### src/rtl/div_fifo_sequencer.sv
// Divider FIFO consumer: pops one request, runs a radix-2 restoring divide, returns an ID-tagged result.
// Optional DIV_RESULT_REUSE_EN macro: reuse the last quotient/remainder when operands and signedness repeat.
module div_fifo_sequencer #(
   parameter int unsigned XLEN     = 32,
   parameter int unsigned ID_WIDTH = 3
) (
   input  logic                clk,
   input  logic                rst,
   input  logic                fifo_valid,
   input  logic [XLEN-1:0]     fifo_rs1,
   input  logic [XLEN-1:0]     fifo_rs2,
   input  logic [1:0]          fifo_op,
   input  logic [ID_WIDTH-1:0] fifo_id,
   output logic                fifo_pop,
   output logic                result_valid,
   output logic [XLEN-1:0]     result_data,
   output logic [ID_WIDTH-1:0] result_id,
   input  logic                result_ack
);

   localparam int unsigned CW = (XLEN > 1) ? $clog2(XLEN) : 1;
   localparam logic [CW-1:0] LAST = CW'(XLEN - 1);

   typedef enum logic [1:0] {IDLE, CALC, DONE} state_t;

   state_t              state;
   logic [CW-1:0]       counter;
   logic [XLEN-1:0]     quot, rem, divisor;
   logic                op_rem, neg_q, neg_r;
   logic [ID_WIDTH-1:0] id;

   logic                sgn_in;
   logic [XLEN-1:0]     abs_rs1, abs_rs2;
   logic [XLEN:0]       rem_sh, diff;
   logic [XLEN-1:0]     step_rem, step_quot, fin_rem, fin_quot;

   assign fifo_pop = (state == IDLE) & fifo_valid;

   always_comb begin
      sgn_in    = ~fifo_op[0];
      abs_rs1   = (sgn_in && fifo_rs1[XLEN-1]) ? -fifo_rs1 : fifo_rs1;
      abs_rs2   = (sgn_in && fifo_rs2[XLEN-1]) ? -fifo_rs2 : fifo_rs2;
      rem_sh    = {rem, quot[XLEN-1]};
      diff      = rem_sh - {1'b0, divisor};
      step_rem  = diff[XLEN] ? rem_sh[XLEN-1:0] : diff[XLEN-1:0];
      step_quot = {quot[XLEN-2:0], ~diff[XLEN]};
      fin_quot  = neg_q ? -step_quot : step_quot;
      fin_rem   = neg_r ? -step_rem : step_rem;
   end

`ifdef DIV_RESULT_REUSE_EN
   logic            reuse_valid, reuse_sgn, reuse_hit;
   logic [XLEN-1:0] reuse_rs1, reuse_rs2, reuse_quot, reuse_rem;

   always_comb begin
      reuse_hit = reuse_valid && (fifo_rs1 == reuse_rs1) && (fifo_rs2 == reuse_rs2) &&
                  (sgn_in == reuse_sgn);
   end
`endif

   always_ff @(posedge clk) begin
      if (rst) begin
         state        <= IDLE;
         counter      <= '0;
         result_valid <= 1'b0;
         result_data  <= '0;
         result_id    <= '0;
`ifdef DIV_RESULT_REUSE_EN
         reuse_valid  <= 1'b0;
`endif
      end else begin
         case (state)
            IDLE: begin
               if (fifo_valid) begin
                  op_rem <= fifo_op[1];
                  id     <= fifo_id;
                  neg_q  <= sgn_in & (fifo_rs1[XLEN-1] ^ fifo_rs2[XLEN-1]);
                  neg_r  <= sgn_in & fifo_rs1[XLEN-1];
                  if (fifo_rs2 == '0) begin
                     state        <= DONE;
                     result_valid <= 1'b1;
                     result_id    <= fifo_id;
                     result_data  <= fifo_op[1] ? fifo_rs1 : '1;
                  end
`ifdef DIV_RESULT_REUSE_EN
                  else if (reuse_hit) begin
                     state        <= DONE;
                     result_valid <= 1'b1;
                     result_id    <= fifo_id;
                     result_data  <= fifo_op[1] ? reuse_rem : reuse_quot;
                  end
`endif
                  else begin
                     state   <= CALC;
                     counter <= '0;
                     quot    <= abs_rs1;
                     rem     <= '0;
                     divisor <= abs_rs2;
`ifdef DIV_RESULT_REUSE_EN
                     // Operand tags are safe to overwrite now: nothing compares them until DONE refreshes the results.
                     reuse_rs1 <= fifo_rs1;
                     reuse_rs2 <= fifo_rs2;
                     reuse_sgn <= sgn_in;
`endif
                  end
               end
            end
            CALC: begin
               quot    <= step_quot;
               rem     <= step_rem;
               counter <= counter + CW'(1);
               if (counter == LAST) begin
                  state        <= DONE;
                  result_valid <= 1'b1;
                  result_id    <= id;
                  result_data  <= op_rem ? fin_rem : fin_quot;
`ifdef DIV_RESULT_REUSE_EN
                  reuse_valid  <= 1'b1;
                  reuse_quot   <= fin_quot;
                  reuse_rem    <= fin_rem;
`endif
               end
            end
            DONE: begin
               if (result_ack) begin
                  state        <= IDLE;
                  result_valid <= 1'b0;
               end
            end
            default: state <= IDLE;
         endcase
      end
   end

endmodule
### config.mk
export PLATFORM = sky130hd
export DESIGN_NAME = div_fifo_sequencer
export DESIGN_NICKNAME = d
export VERILOG_FILES = /design/src/rtl/div_fifo_sequencer.sv
export SDC_FILE = /design/constraint.sdc
export NUM_CORES = 1
export LEC_CHECK = 0
export ABC_CLOCK_PERIOD_IN_PS = 5600
export BUFFER_PORTS_ARGS = -buffer_cell sky130_fd_sc_hd__clkbuf_2
export CORE_MARGIN = 10
export CORE_UTILIZATION = 40
export CTS_BUF_LIST = sky130_fd_sc_hd__clkbuf_2
export DETAILED_ROUTE_END_ITERATION = 6
export PLACE_DENSITY_LB_ADDON = 0.2
export SLEW_MARGIN = 20
export SYNTH_ARGS = -nofsm -noshare
export SYNTH_HDL_FRONTEND = slang
export SYNTH_SLANG_ARGS = --single-unit
### constraint.sdc
create_clock -name clk -period 5.6 [get_ports clk]
set_input_delay 1.12 -clock clk [delete_from_list [all_inputs] [get_ports clk]]
set_output_delay 1.12 -clock clk [all_outputs]
set_load 0.01 [all_outputs]
==> metrics, run 1 <==
Buf/Inv on CP 3; CTS Sinks 145; Via density 5.88; Final Hold Violating Endpoints 0; Die X 189 um; synth cell count leaders nor2_1, nand2_1, o21ai_0; Synth Area in XOR/XNOR 10.1%; Crit Reg-Reg Startpoint rem[5]; post-DR wirelength/cell 20.5 um; most common cell in the netlist nor2_1; Iter 0 DRT Violations 883; sequential fraction of the synthesis area 34.3%; root buffer cell clkbuf_2; Cells after Synth around 1,300; CP endpoint kind flip-flop; Hold Crit Depth 2; PD cells roughly 220 nW/um^2; top cells by area, synth edfxtp_1, dfxtp_1, xnor2_1; Worst setup startpoint rem[5]; 1st-pass router iterations 5; final setup TNS 0 ns; Die Ht around 190 um; Hold Path Sink result_data[0]; hold crit path type flip-flop to flip-flop; Final nets between 1,500 and 2,000; clk_skew ~0.054 ns; Final period util a little over nine tenths; startpoint types flip-flop; die area 35,800 um^2; All-Layer GR Usage 20.4%; aggregate global routing overflow 0; slack of the critical path roughly 0.35 ns; post-DP HPWL 28.7 mm; Antenna Nets Post-Route 0; initial antenna violation count 1; synth warn 0; R2R depth 19; Reg area 3920 um^2; CP Cell Sequence ha_1 -> nand2_1 -> a211oi_1 -> a211oi_1 -> buf_4 -> or4_4 -> a31o_1 -> nand2_8 -> inv_2 -> buf_4 -> mux2i_1 -> ha_1 -> nand3_1 -> nor3_2 -> a41oi_4 -> or3_1 -> o31ai_2 -> nor3_1 -> o31ai_1; # fillers 2,866; Syn Area/Cell roughly 8.5 um^2; first-pass GRT wire length 58.2 mm; Top delay family on crit path simple AND/OR/NAND/NOR gates; Clock Latency Late Sink 0.79 ns; # DRC 0; Post-Synth Adder-Cell Area 4.33%; Routed WL 37.5 mm; Area Overhead vs Synth 10.1%; Mapped Area 11,400 um^2; peak fanout along the critical path 20; row count 61; Post-synth EDFFs ~100; flops & latches, synth roughly 150; Buffers on Ports 109; status finished, final reports clean; Crit path arrival time 5.95 ns; Clk pin slew, worst setup/hold paths roughly 0.26 ns; Simple-Gate Fraction of Synth Area 19.9%; register-to-register setup slack 0.35 ns; Peak supply drop approximately 0.094 mV; detailed-route via count around 11,000; count of distinct cell types in the synthesized netlist 88; pre-CTS setup slack 0.387 ns; post-synth top area share 26.8%; area leader, netlist edfxtp_1; slowest stage cell, crit path or3_1; min-delay src result_data[0]; CTS Buf Count 17; vias in the first global route 10,200; CTS max path bufs 2; Crit Path Class flip-flop to flip-flop; largest net degree at the start of global routing 54; Max Slew Vio Count 0; critical path's largest stage delay 0.57 ns; post-CTS setup buffer count 0; post-cts gate resize count 0; worst r2r dst result_data[20]; I/O pins 110; GPL Wtd Cong about 0.9; Initial Util between 40% and 50%; Final min period 5.25 ns; worst path required time 6.30 ns; Finished Core Util between 40% and 50%; setup violators final 0; Primary FF master, synth edfxtp_1; Max Cap Viol 0; RSZ-0062 raised after global routing no; layout cells sized above 1 15.2%; P_leak 4.78 nW; CTS tree built; total core area 28,000 um^2; Compound-Gate Fraction of Synth Area a little under a quarter; total power 2.83 mW; Highest Clock Rate about 190 MHz; Slew HR 28.3%; H-tree depth 4; Hold-fix buffers, CTS 0; multi-input combinational cell area 7010 um^2; mux cell area share after synthesis 3.47%; slew at the pin closest to its max-slew limit 1.07 ns; fraction of registers with async set/reset 0%; combinational family with the most area after synthesis compound AO/OA/AOI/OAI gates; Synthesized Nets 1,460
-- cell families after synthesis --
family,count (synthesis)
buf+inv,126
xor+xnor,132
mux,38
simple gates,469
fa+ha+maj,39
compound gates,399
flops,145
-- flip-flops by register name, indices dropped and copies added (netlist names) --
name / flops
counter: 5
divisor: 32
result_valid: 1
id: 3
state: 2
result_data: 32
neg_q: 1
rem: 32
neg_r: 1
op_rem: 1
result_id: 3
quot: 32
-- stage by stage --
stage	hold slack, ns	instances	cell area, um^2
4_1_cts	0.473	1827	12600
6_report	0.474	1829	12600
2_1_floorplan	0.466	1348	11400
5_1_grt	0.489	1829	12600
3_3_place_gp	0.440	1795	12400
3_5_place_dp	0.447	1795	12400
-- how the worst max path moves through the flow --
| stage | cells past startpoint | slack [ns] | to |
|---|---|---|---|
| 2_1_floorplan | 26 | 0.20 | result_data[28] |
| 3_3_place_gp | 24 | 0.49 | result_data[28] |
| 3_5_place_dp | 24 | 0.39 | result_data[28] |
| 4_1_cts | 24 | 0.35 | result_data[28] |
| 5_1_grt | 21 | 0.02 | result_data[28] |
| 6_report | 19 | 0.35 | result_data[20] |
-- cell usage in the layout (no fill, tap or decap), types with 21 or more instances in the layout --
master	instances
a21oi_1	87
buf_4	28
clkbuf_2	126
dfxtp_1	43
edfxtp_1	102
ha_1	38
inv_1	57
mux2i_1	30
nand2_1	130
nand2b_1	21
nor2_1	142
nor3_1	38
o21ai_0	114
o31ai_1	27
xnor2_1	75
xor2_1	57
-- layout make-up --
class | instances | share of cell area, %
antenna | 2 | 0.0397
inverter | 58 | 1.73
sequential | 145 | 31.2
timing repair buffer | 137 | 6.00
clock inverter | 15 | 0.944
tap | 378 | 3.76
clock buffer | 17 | 0.676
multi-input combinational | 1077 | 55.7
-- power breakdown --
part / switching, mW / internal [mW]
registers: 0.0553 / 1.22
clock network: 0.479 / 0.132
logic: 0.602 / 0.342
total: 1.14 / 1.70
-- worst min-delay path: cells and delay by family, from the launching register on --
| family | cells | cell delay (ns) |
|---|---|---|
| and+or+nand+nor | 1 | 0.05 |
| AOI/OAI and AO/OA | 1 | 0.05 |
| DFF | 1 | 0.37 |
-- routing by layer --
metal  track usage (%)  share of wire (%)  wire length, um  vias up
met5                 0                  0                0        -
met4              5.43                1.9              717        0
met3              3.79                7.8             2920       50
met2              31.9                 45            16900      415
met1              28.1                 45            17000     5153
li1                  -                  -                -     5143
Note: power is estimated with default switching activity, not from simulation.
==> run 2: changes to the inputs <==
--- a/config.mk
+++ b/config.mk
@@ -7,7 +7,7 @@
 export LEC_CHECK = 0
 export ABC_CLOCK_PERIOD_IN_PS = 5600
 export BUFFER_PORTS_ARGS = -buffer_cell sky130_fd_sc_hd__clkbuf_2
-export CORE_MARGIN = 10
+export CORE_MARGIN = 8
 export CORE_UTILIZATION = 40
 export CTS_BUF_LIST = sky130_fd_sc_hd__clkbuf_2
 export DETAILED_ROUTE_END_ITERATION = 6
==> run 2 against run 1 <==
Compared with the run above: design area increased by 0.75%; clock skew increased by 0.0035 ns; die area decreased by 4.2%; combinational power increased by 1%; non-clock buffer count increased by 4; cell count increased by 0.49%; sequential share of layout area decreased by 0.23 points; global-route usage increased by 1.3 points; largest power group unchanged.
==> metrics, run 2 (synthesis results as in run 1) <==
status finished, final reports clean (unchanged); critical path's largest stage delay 0.47 ns (was 0.57 ns); Crit Path Class flip-flop to flip-flop (unchanged); slew at the pin closest to its max-slew limit 1.04 ns (was 1.07 ns); I/O pins 110 (unchanged); initial antenna violation count 2 (was 1); Final Hold Violating Endpoints 0 (unchanged); Crit path arrival time 5.95 ns (about the same); most frequent cells in the layout nor2_1, nand2_1, clkbuf_2 (unchanged); Buf/Inv on CP 4 (was 3); Final nets 1,552 (was 1,548); PD cells 227 nW/um^2 (was 225 nW/um^2); GPL Wtd Cong 0.896 (was 0.902); root buffer cell clkbuf_2 (unchanged); final setup TNS 0 ns (unchanged); Finished Core Util 44.6% (was 45.0%); post-DR wirelength/cell 20.2 um (was 20.5 um); aggregate global routing overflow 0 (unchanged); placed instance count 1,803 (was 1,795); leading cell type in the layout, fill and taps excluded nor2_1 (unchanged); Top delay family on crit path compound AO/OA/AOI/OAI gates (was simple AND/OR/NAND/NOR gates); Max Slew Vio Count 0 (unchanged); CP endpoint kind flip-flop (unchanged); vias in the first global route 10,200 (about the same); Area Overhead vs Synth 10.9% (was 10.1%); setup violators final 0 (unchanged); # DRC 0 (unchanged); Max Cap Viol 0 (unchanged); P_leak 4.82 nW (was 4.78 nW); Die Ht 185 um (was 189 um); largest net degree at the start of global routing 69 (was 54); Highest Clock Rate 190 MHz (about the same); CTS max path bufs 2 (unchanged); Final period util 94.2% (was 93.8%); CTS Buf Count 17 (unchanged); first-pass GRT wire length 57.9 mm (was 58.2 mm); Die X 185 um (was 189 um); post-DP HPWL 28.0 mm (was 28.7 mm); die area 34,300 um^2 (was 35,800 um^2); slowest stage cell, crit path or3_1 (unchanged); clk_skew 0.0576 ns (was 0.0541 ns); detailed-route via count 10,600 (was 10,800); Final Non-Filler Cells 1,838 (was 1,829); startpoint types flip-flop (unchanged); Antenna Nets Post-Route 0 (unchanged); CTS tree built (unchanged); peak fanout along the critical path 5 (was 20); Final min period 5.28 ns (was 5.25 ns); CTS Sinks 145 (unchanged); Clock Latency Late Sink 0.77 ns (was 0.79 ns); row count 62 (was 61); worst path required time 6.28 ns (was 6.30 ns); Clk pin slew, worst setup/hold paths 0.30 ns (was 0.26 ns); 1st-pass router iterations 5 (unchanged); Peak supply drop 0.124 mV (was 0.0938 mV); Iter 0 DRT Violations 824 (was 883); Via density 5.78 (was 5.88); H-tree depth 4 (unchanged); Slew HR 30.3% (was 28.3%); All-Layer GR Usage 21.7% (was 20.4%); Buffers on Ports 109 (unchanged); Initial Util 40.2% (was 40.8%); most used cell along the critical path or3_1; CP Cell Sequence inv_1 -> ha_1 -> inv_1 -> fa_1 -> a211oi_2 -> o211ai_1 -> a211oi_2 -> buf_4 -> or4_4 -> a31o_2 -> nand2_8 -> inv_2 -> ha_1 -> nand2b_1 -> or3_1 -> or3_1 -> or3_1 -> nand2b_1 -> o31ai_1 -> xor2_1 -> o21ai_0 -> o211ai_1 -> a21o_1 -> o21ai_1 (was ha_1 -> nand2_1 -> a211oi_1 -> a211oi_1 -> buf_4 -> or4_4 -> a31o_1 -> nand2_8 -> inv_2 -> buf_4 -> mux2i_1 -> ha_1 -> nand3_1 -> nor3_2 -> a41oi_4 -> or3_1 -> o31ai_2 -> nor3_1 -> o31ai_1); total core area 28,500 um^2 (was 28,000 um^2); Routed WL 37.2 mm (was 37.5 mm); layout cells sized above 1 15.8% (was 15.2%); hold crit path type flip-flop to flip-flop (unchanged)
[run 2: changes by cell type in the layout (fill, tap and decap cells not counted), sizes merged]
cell      previous run  this run
bufinv               0         1
inv                 69        67
diode                2         1
clkinv               3         5
clkinvlp             1         0
buf                 28        32
[run 2: metrics by stage]
stage / power [mW] / area [um^2] / worst slack, ns / hold slack, ns
after floorplan: 1.94 / 11400 / 0.203 / 0.466
after global placement: 2.23 / 12400 / 0.459 / 0.442
after detailed placement: 2.23 / 12400 / 0.322 / 0.443
after CTS: 2.89 / 12700 / 0.288 / 0.476
after global routing: 3.04 / 12700 / -0.00499 / 0.456
final: 2.88 / 12700 / 0.323 / 0.476
[run 2: per-layer routing]
layer / part of all wire (%) / GRT usage (%) / up-vias
met5: 0 / 0 / -
met4: 2.4 / 6.43 / 0
met3: 5.6 / 3.41 / 47
met2: 45 / 33.9 / 345
met1: 47 / 30.4 / 5085
li1: - / - / 5145
[run 2: final timing paths]
check | start | end | slack, ns | cells past startpoint
worst min register to register | result_data[3] | result_data[3] | 0.48 | 2
worst max-delay path | quot[31] | result_data[28] | 0.32 | 24
worst min-delay path | result_data[3] | result_data[3] | 0.48 | 2
worst max register to register | quot[31] | result_data[28] | 0.32 | 24
[run 2: cell type report]
type                            count  area (um^2)
Antenna cell                        1         2.50
Clock buffer                       17         85.1
Clock inverter                     15          150
Fill cell                        2902        15800
Inverter                           58          218
Multi-Input combinational cell   1077         7030
Sequential cell                   145         3920
Tap cell                          384          480
Timing Repair Buffer              141          798
[run 2: power by group]
part | leakage [nW] | switching, mW | total, mW | internal, mW
Clock | 0.150 | 0.475 | 0.654 | 0.179
Combinational | 3.34 | 0.603 | 0.953 | 0.349
Sequential | 1.32 | 0.0525 | 1.28 | 1.22
Total | 4.82 | 1.13 | 2.88 | 1.75
[run 2: repair_timing]
| item | 4_1_cts | 5_1_grt |
|---|---|---|
| hold buffers | 0 | 0 |
| endpoints found under the setup margin | 0 | 3 |
| setup buffers | 0 | 2 |
| resized for setup | 0 | 5 |
[run 2: worst reg2reg max path: stages (launching register included)]
cell	delay, ns
edfxtp_1	0.45
inv_1	0.08
ha_1	0.16
inv_1	0.06
fa_1	0.42
a211oi_2	0.32
o211ai_1	0.23
a211oi_2	0.27
buf_4	0.17
or4_4	0.15
a31o_2	0.23
nand2_8	0.06
inv_2	0.07
ha_1	0.16
nand2b_1	0.08
or3_1	0.38
or3_1	0.39
or3_1	0.47
nand2b_1	0.24
o31ai_1	0.25
xor2_1	0.10
o21ai_0	0.15
o211ai_1	0.11
a21o_1	0.18
o21ai_1	0.06
